File: config.mk
export PLATFORM = sky130hd
export DESIGN_NAME = brick_hit_reporter_flat
export DESIGN_NICKNAME = d
export VERILOG_FILES = /design/src/rtl/brick_hit_reporter_if.sv /design/src/rtl/brick_hit_reporter.sv /design/src/flat_wrapper.sv
export SDC_FILE = /design/constraint.sdc
export NUM_CORES = 1
export LEC_CHECK = 0
export CAP_MARGIN = 20
export CORE_UTILIZATION = 23
export CTS_CLUSTER_DIAMETER = 50
export CTS_CLUSTER_SIZE = 10
export DETAILED_ROUTE_END_ITERATION = 12
export DONT_BUFFER_PORTS = 1
export GPL_TIMING_DRIVEN = 0
export PLACE_DENSITY_LB_ADDON = 0.05
export SYNTH_ARGS = -nofsm -noshare
export SYNTH_HDL_FRONTEND = slang
export SYNTH_SLANG_ARGS = --single-unit
File: constraint.sdc
create_clock -name clk -period 3.7 [get_ports clk]
set_input_delay 0.74 -clock clk [delete_from_list [all_inputs] [get_ports clk]]
set_output_delay 0.74 -clock clk [all_outputs]
set_load 0.1 [all_outputs]
File: src/rtl/brick_hit_reporter_if.sv
// brick_hit_reporter_if: hit report bus from the reporter to the brick-matrix owner and shell controller.
interface brick_hit_reporter_if;
  logic [4:0] brickCollisionX;
  logic [3:0] brickCollisionY;
  logic       collision;
  logic       shellHit;
  logic       busy;
  modport master (output brickCollisionX, brickCollisionY, collision, shellHit, busy);
  modport slave (input brickCollisionX, brickCollisionY, collision, shellHit, busy);
endinterface

File: src/rtl/brick_hit_reporter.sv
// brick_hit_reporter: turns pixel-level shell/brick overlaps into one debounced brick-coordinate hit report.
module brick_hit_reporter #(
  parameter int BLOCK_WIDTH = 32,
  parameter int BLOCK_HEIGHT = 32,
  parameter int BLOCKS_PER_ROW = 17,
  parameter int BLOCKS_PER_COLUMN = 14,
  parameter int HOLD_CYCLES = 2
) (
  input  logic clk,
  input  logic resetN,
  input  logic startOfFrame,
  input  logic [10:0] pixelX,
  input  logic [10:0] pixelY,
  input  logic [10:0] topLeftX,
  input  logic [10:0] topLeftY,
  input  logic shellDrawingRequest,
  input  logic brickDrawingRequest,
  input  logic [BLOCKS_PER_COLUMN-1:0][BLOCKS_PER_ROW-1:0] matrix,
  brick_hit_reporter_if.master rpt
);
  localparam int CW = HOLD_CYCLES > 1 ? $clog2(HOLD_CYCLES) : 1;
  typedef enum logic [2:0] {IDLE, LATCH, CHECK, ASSERT, RELEASE} state_t;
  state_t state_q;
  logic [4:0] x_q;
  logic [3:0] y_q;
  logic coll_q, shell_hit_q, busy_q, hit_q, hit_d, accept_d;
  logic [CW-1:0] cnt_q;
  logic [10:0] dx_d, dy_d, col_d, row_d;
  // a frame start clears the flag before the coincident candidate is judged
  always_comb begin
    dx_d = pixelX - topLeftX;
    dy_d = pixelY - topLeftY;
    col_d = dx_d >> $clog2(BLOCK_WIDTH);
    row_d = dy_d >> $clog2(BLOCK_HEIGHT);
    hit_d = hit_q && !startOfFrame;
    accept_d = state_q == IDLE && shellDrawingRequest && brickDrawingRequest && !hit_d &&
               pixelX >= topLeftX && pixelY >= topLeftY &&
               col_d < 11'(BLOCKS_PER_ROW) && row_d < 11'(BLOCKS_PER_COLUMN);
  end
  always_ff @(posedge clk or negedge resetN) begin
    if (!resetN) begin
      state_q <= IDLE;
      x_q <= '0;
      y_q <= '0;
      coll_q <= 1'b0;
      shell_hit_q <= 1'b0;
      busy_q <= 1'b0;
      hit_q <= 1'b0;
      cnt_q <= '0;
    end else begin
      hit_q <= hit_d;
      shell_hit_q <= 1'b0;
      case (state_q)
        IDLE: if (accept_d) begin
          state_q <= LATCH;
          x_q <= col_d[4:0];
          y_q <= row_d[3:0];
          busy_q <= 1'b1;
          hit_q <= 1'b1;
        end
        LATCH: state_q <= CHECK;
        CHECK: if (matrix[y_q][x_q]) begin
          state_q <= ASSERT;
          coll_q <= 1'b1;
          shell_hit_q <= 1'b1;
          cnt_q <= CW'(HOLD_CYCLES - 1);
        end else begin
          state_q <= IDLE;
          busy_q <= 1'b0;
          hit_q <= 1'b0;
        end
        ASSERT: if (cnt_q == '0) begin
          state_q <= RELEASE;
          coll_q <= 1'b0;
        end else cnt_q <= cnt_q - 1'b1;
        RELEASE: begin
          state_q <= IDLE;
          busy_q <= 1'b0;
        end
        default: state_q <= IDLE;
      endcase
    end
  end
  assign rpt.brickCollisionX = x_q;
  assign rpt.brickCollisionY = y_q;
  assign rpt.collision = coll_q;
  assign rpt.shellHit = shell_hit_q;
  assign rpt.busy = busy_q;
endmodule

File: src/flat_wrapper.sv
// flat-port wrapper written by rule: the top's interface ports become plain ports
module brick_hit_reporter_flat 
#(
  parameter int BLOCK_WIDTH = 32,
  parameter int BLOCK_HEIGHT = 32,
  parameter int BLOCKS_PER_ROW = 17,
  parameter int BLOCKS_PER_COLUMN = 14,
  parameter int HOLD_CYCLES = 2
)
  (clk, resetN, startOfFrame, pixelX, pixelY, topLeftX, topLeftY, shellDrawingRequest, brickDrawingRequest, matrix, rpt_brickCollisionX, rpt_brickCollisionY, rpt_collision, rpt_shellHit, rpt_busy);
  brick_hit_reporter_if rpt_i ();
  input  logic clk;
  input  logic resetN;
  input  logic startOfFrame;
  input  logic [10:0] pixelX;
  input  logic [10:0] pixelY;
  input  logic [10:0] topLeftX;
  input  logic [10:0] topLeftY;
  input  logic shellDrawingRequest;
  input  logic brickDrawingRequest;
  input  logic [BLOCKS_PER_COLUMN-1:0][BLOCKS_PER_ROW-1:0] matrix;
  output wire logic [$bits(rpt_i.brickCollisionX)-1:0] rpt_brickCollisionX;
  output wire logic [$bits(rpt_i.brickCollisionY)-1:0] rpt_brickCollisionY;
  output wire logic [$bits(rpt_i.collision)-1:0] rpt_collision;
  output wire logic [$bits(rpt_i.shellHit)-1:0] rpt_shellHit;
  output wire logic [$bits(rpt_i.busy)-1:0] rpt_busy;
  assign rpt_brickCollisionX = rpt_i.brickCollisionX;
  assign rpt_brickCollisionY = rpt_i.brickCollisionY;
  assign rpt_collision = rpt_i.collision;
  assign rpt_shellHit = rpt_i.shellHit;
  assign rpt_busy = rpt_i.busy;
  brick_hit_reporter #(.BLOCK_WIDTH(BLOCK_WIDTH), .BLOCK_HEIGHT(BLOCK_HEIGHT), .BLOCKS_PER_ROW(BLOCKS_PER_ROW), .BLOCKS_PER_COLUMN(BLOCKS_PER_COLUMN), .HOLD_CYCLES(HOLD_CYCLES)) u_core (.clk(clk), .resetN(resetN), .startOfFrame(startOfFrame), .pixelX(pixelX), .pixelY(pixelY), .topLeftX(topLeftX), .topLeftY(topLeftY), .shellDrawingRequest(shellDrawingRequest), .brickDrawingRequest(brickDrawingRequest), .matrix(matrix), .rpt(rpt_i));
endmodule
== Yosys cells after proc, flatten, opt, wreduce, memory -nomap -nowiden ==
Index checks and enable logic that the tools add are counted.

* $add $sub $neg: 3
* $lt $le $gt $ge: 6
* Eq/ne operators: 8
* Muxes and demuxes: 21
* Reduce and logical (&&, ||, !) cells: 18

{| class="wikitable"
|+ Operators by type and width
! kind !! number
|-
| binary-select mux 17 bit (select 4 bit) || 1
|-
| greater-or-equal comparator 11 bit || 2
|-
| subtractor 11 bit || 2
|-
| 2-to-1 mux 17 bit || 1
|-
| case mux 3 bit (4 select lines) || 1
|-
| 2-to-1 mux 1 bit || 10
|-
| logical AND 1 bit || 8
|-
| equality test 3 x 2 -> 1 bit (second input constant) || 2
|-
| less-than comparator 5 x 6 -> 1 bit (second input constant) || 1
|-
| less-than comparator 6 x 4 -> 1 bit (second input constant) || 1
|-
| less-than comparator 6 x 5 -> 1 bit (second input constant) || 1
|-
| 2-to-1 mux 3 bit || 2
|-
| case mux 1 bit (2 select lines) || 3
|-
| AND reduction 2 bit || 3
|-
| AND reduction 3 bit || 2
|-
| binary-select mux 1 bit (select 5 bit) || 1
|-
| less-than comparator 4 x 5 -> 1 bit (second input constant) || 1
|-
| inequality test 2 x 1 -> 1 bit (second input constant) || 2
|-
| inequality test 2 bit (second input constant) || 2
|-
| equality test 3 x 1 -> 1 bit (second input constant) || 1
|-
| equality test 3 bit (second input constant) || 1
|-
| logical NOT 3 bit || 1
|-
| case mux 1 bit (3 select lines) || 1
|-
| nonzero test 3 bit || 1
|-
| 4 further kinds || 5
|}

* Bits in registers: 17
* Input port bits: 287
* Output and inout bits: 12
* Logic and storage cells: 64

== Longest topological paths before layout ==
* Word-level depth: 10
* Depth in mapped cells: 12
* Gate-level depth less buffers: 10

== Least setup slack after synthesis ==
OpenSTA, ideal clock, no wires.

* Path type: flip-flop to flip-flop
* From: register u_core.y_q[0], in the netlist u_core.rpt.brickCollisionY[0]
* To: register u_core.busy_q, in the netlist u_core.rpt.busy
* Arrival: 2,824 ps
* Path slack: 744 ps
* Cell stages (with the launch flop): 9
* Path buffers: 2
* Period minus slack after synthesis: 2,956 ps
* Path through: dfrtp_1 buf_6 buf_12 mux4_1 o311a_1 nor4b_1 o41ai_2 nand2_2 a221oi_1

* Word-level cells in the longest chain between the ends: 6

{| class="wikitable"
|+ Ends and longest elaborated chain
! item !! line !! source
|-
| start: declaration || brick_hit_reporter.sv:25 || <nowiki>logic [3:0] y_q;</nowiki>
|-
| start signal: assignment || brick_hit_reporter.sv:57 || <nowiki>y_q <= row_d[3:0];</nowiki>
|-
| binary-select mux 17 bit (select 4 bit) || brick_hit_reporter.sv:62 || <nowiki>CHECK: if (matrix[y_q][x_q]) begin</nowiki>
|-
| 2-to-1 mux 17 bit (implied by the code) || brick_hit_reporter.sv:62 ||
|-
| binary-select mux 1 bit (select 5 bit) || brick_hit_reporter.sv:62 ||
|-
| 2-to-1 mux 1 bit (implied by the code) || brick_hit_reporter.sv:62 ||
|-
| inequality test 2 bit (no source line) || n/a ||
|-
| AND reduction 3 bit (no source line) || n/a ||
|-
| end signal: assignment || brick_hit_reporter.sv:58 || <nowiki>busy_q <= 1'b1;</nowiki>
|-
| end signal: assignment || brick_hit_reporter.sv:69 || <nowiki>busy_q <= 1'b0;</nowiki>
|-
| end signal: assignment || brick_hit_reporter.sv:78 || <nowiki>busy_q <= 1'b0;</nowiki>
|-
| end: declaration || brick_hit_reporter.sv:26 || <nowiki>logic coll_q, shell_hit_q, busy_q, hit_q, hit_d, accept_d;</nowiki>
|}

Every way passes these cells. The select of a mux whose other input is x is not followed.
A chain may end at the register's enable or synchronous reset.

== Final worst setup path ==
* From: register u_core.y_q[1], in the netlist u_core.rpt.brickCollisionY[1]
* To: register u_core.state_q[0]

* Word-level cells in the longest chain between the ends: 6

{| class="wikitable"
|+ Ends and longest elaborated chain
! item !! line !! source
|-
| binary-select mux 17 bit (select 4 bit) || brick_hit_reporter.sv:62 ||
|-
| 2-to-1 mux 17 bit (implied by the code) || brick_hit_reporter.sv:62 ||
|-
| binary-select mux 1 bit (select 5 bit) || brick_hit_reporter.sv:62 ||
|-
| 2-to-1 mux 1 bit (implied by the code) || brick_hit_reporter.sv:62 ||
|-
| 2-to-1 mux 2 bit || brick_hit_reporter.sv:62 ||
|-
| case mux 3 bit (4 select lines) || brick_hit_reporter.sv:53 || <nowiki>case (state_q)</nowiki>
|-
| end signal: assignment || brick_hit_reporter.sv:55 || <nowiki>state_q <= LATCH;</nowiki>
|-
| end signal: assignment || brick_hit_reporter.sv:61 || <nowiki>LATCH: state_q <= CHECK;</nowiki>
|-
| end signal: assignment || brick_hit_reporter.sv:63 || <nowiki>state_q <= ASSERT;</nowiki>
|-
| end: declaration || brick_hit_reporter.sv:23 || <nowiki>state_t state_q;</nowiki>
|}

Every way passes these cells. The select of a mux whose other input is x is not followed.

==> results.toml <==
[outcome]
outcome = "complete, no violations"

[routing]
drt_iter0_markers = 89
drcViolationCount = 0
antenna_left = 0
routed_wl_um = 15120
drtPass1Iterations = 6
routedWlPerCell_um = 25.49
vias = 3211
vias_per_cell = 5.415

[flow_run]
max_cap_viol_count = 0

[pwr]
vdd_ir_drop_max_mv = 0.1623
leakage_nw = 1.578
pwr_density_cell_mw_per_mm2 = 672.9

[timing]
clock_skew_ns = 0.002064
final-max-slew-violation-count = 0
fin_hold_ws_ns = 0.1826
tightest_slew_ns = 1.016
period_needed_ns = 3.400
rsz0062_at_grt = "false"
setup_tns_ns = 0
period_share = 0.9188
max_freq_mhz = 294.2
relSlewSlack = 0.3229
finalHoldViolCount = 0
setup_viol = 0

[global_routing]
grt_max_degree = 18
first_global_vias = 3369
grt_antenna_before_repair = 2
grt_pass1_wl_um = 20510
track_usage = 0.1671
gr-total-overflow = 0

[clock_tree]
cts_root_buf = "clkbuf_16"
cts.sinks = 17
htreeDepth = 1
cts_buffers = 3
ctsHoldBuffers = 0
path_clk_slew_ns = 0.05
cts_tree = "done"
clkLatencyLatePin_ns = 0.25
clockBufferDepth = 2

[critical_path]
critical_path_arrival_ns = 3.55
slowest_stage = "dfrtp_1"
worstSetupPathType = "register to register"
crit_top_cell = "buf_6"
crit_chain = "buf_6 -> buf_6 -> buf_6 -> buf_4 -> nand3b_1 -> a41oi_1 -> a211oi_1 -> nor4_1 -> o41ai_2 -> nand2_2 -> a221oi_1"
start_kind = "register"
required_ns = 3.85
path_max_fanout = 10
cpPeakStageDelay_ns = 0.96
worstSetupEndpointType = "register"
critPathTopFamily = "compound AO/OA/AOI/OAI gates"
path_buf_inv = 4

[hold_path]
hold_class = "input pin to async pin"

[floorplanning]
core_mm2 = 0.01606
fp.dieH_um = 130.9
start_util = 0.2380
rows = 46
die_area_mm2 = 0.01713
die_w_um = 130.9
ios = 299

[finish]
insertedDiodeCount = 0
fillCellCount = 1717
syn_to_final_growth_pct = 11.36
fin_nets = 687
layout-drive-gt1-share = 0.2228

[yosys]
ys_top_cells_by_area = "mux4_2 21%, dfrtp_1 11%, mux4_1 10%, ha_1 7.2%, mux2i_1 4.7%"
synth_ff_type = "dfrtp_1"
synthArstFlopShare = 1.000
synth_seq_cells = 17
yosysWarnings = 0
syn_nets = 679
ys_types = 57
yosys.area.top_type_share = 0.2063
synthTopCellsByCount = "35 x mux4_2, 29 x inv_1, 22 x ha_1, 18 x mux2i_1"
ys_seq_area_frac = 0.1113
synth_most_common_cell = "mux4_2"
avgSynthCellArea_um2 = 10.33
synth_top_area_cell = "mux4_2"
synth_edf_count = 0
syn_inst = 370
syn_area_mm2 = 0.003821

[placed_design]
place_congestion = 0.7159
hpwl_um = 12860
io_buffers = 0
==> registers in the layout, summed over array words and instances, names as in the netlist <==
register / count
u_core.cnt_q: 1
u_core.hit_q: 1
u_core.rpt.brickCollisionX: 5
u_core.rpt.brickCollisionY: 4
u_core.rpt.busy: 1
u_core.rpt.collision: 1
u_core.rpt.shellHit: 1
u_core.state_q: 3
==> where the power goes <==
group | switching, mW | total, mW | leakage (nW) | internal, mW
Clock | 0.0710 | 0.217 | 0.0382 | 0.146
Sequential | 0.341 | 0.579 | 0.219 | 0.238
Combinational | 1.10 | 2.07 | 1.32 | 0.964
Total | 1.52 | 2.86 | 1.58 | 1.35
==> metal layers <==
layer,part of all wire,vias to the layer above,track usage
met2,0.52,162,0.3171
met1,0.41,1534,0.1997
met5,0.0015,-,0
met4,0.0064,4,0.02975
li1,-,1501,-
met3,0.061,10,0.02321
==> layout by cell type (no fill, tap or decap), types with 7 or more instances in the layout <==
cell,count
mux4_2,35
inv_1,29
ha_1,22
mux2i_1,18
nand2_1,17
a21oi_1,17
nor2_1,17
mux4_1,15
dfrtp_1,15
mux2_2,14
a22oi_1,12
a211oi_1,10
nor2b_1,9
o21ai_0,9
nand2b_1,9
clkbuf_1,8
xnor2_1,7
==> kinds of logic (layout without fill, tap and decap cells) <==
group	count (synthesis)	after routing	share of synthesized area
AOI/OAI and AO/OA	92	92	0.1706
and+or+nand+nor	85	85	0.1179
muxes	83	83	0.4008
buffers and inverters	59	66	0.09987
adders and majority gates	22	22	0.07204
DFF	17	17	0.1113
xor gates and xnor gates	12	12	0.02750
==> final timing paths <==
check	startpoint	to	depth (start not counted)	slack, ns
worst max-delay path	u_core.rpt.brickCollisionY[1]	u_core.state_q[0]	11	0.30
worst min-delay path	resetN	u_core.state_q[1]	0	0.18
worst max register to register	u_core.rpt.brickCollisionY[1]	u_core.state_q[0]	11	0.30
worst min register to register	u_core.cnt_q	u_core.state_q[2]	1	0.51
max in group asynchronous	resetN	u_core.rpt.brickCollisionY[2]	0	3.43
min in group clk	u_core.cnt_q	u_core.state_q[2]	1	0.51
==> layout make-up <==
class,count,area (um2),share of cell area
multi-input combinational,294,3014,0.7083
sequential,17,427.9,0.1006
buffer,30,272.8,0.06410
tap,216,270.3,0.06351
inverter,29,108.9,0.02558
timing repair buffer,3,82.58,0.01941
clock buffer,4,78.83,0.01852
==> stage by stage <==
stage / instances / utilization / power [mW] / instance area (um2) / setup WS (ns)
final: 593 / 0.2650 / 2.863 / 4255 / 0.3005
after global placement: 586 / 0.2548 / 2.605 / 4091 / 0.03179
after floorplan: 370 / - / 2.081 / 3821 / 0.7440
after detailed placement: 588 / 0.2582 / 2.660 / 4146 / 0.06416
after global routing: 593 / 0.2650 / 3.074 / 4255 / 0.08952
after CTS: 592 / 0.2631 / 2.896 / 4225 / 0.06107
==> what timing repair did <==
action,4_1_cts,5_1_grt
setup endpoints to repair,0,7
resized for setup,0,2
setup buffers,0,0
(Power assumes the default switching activity.)
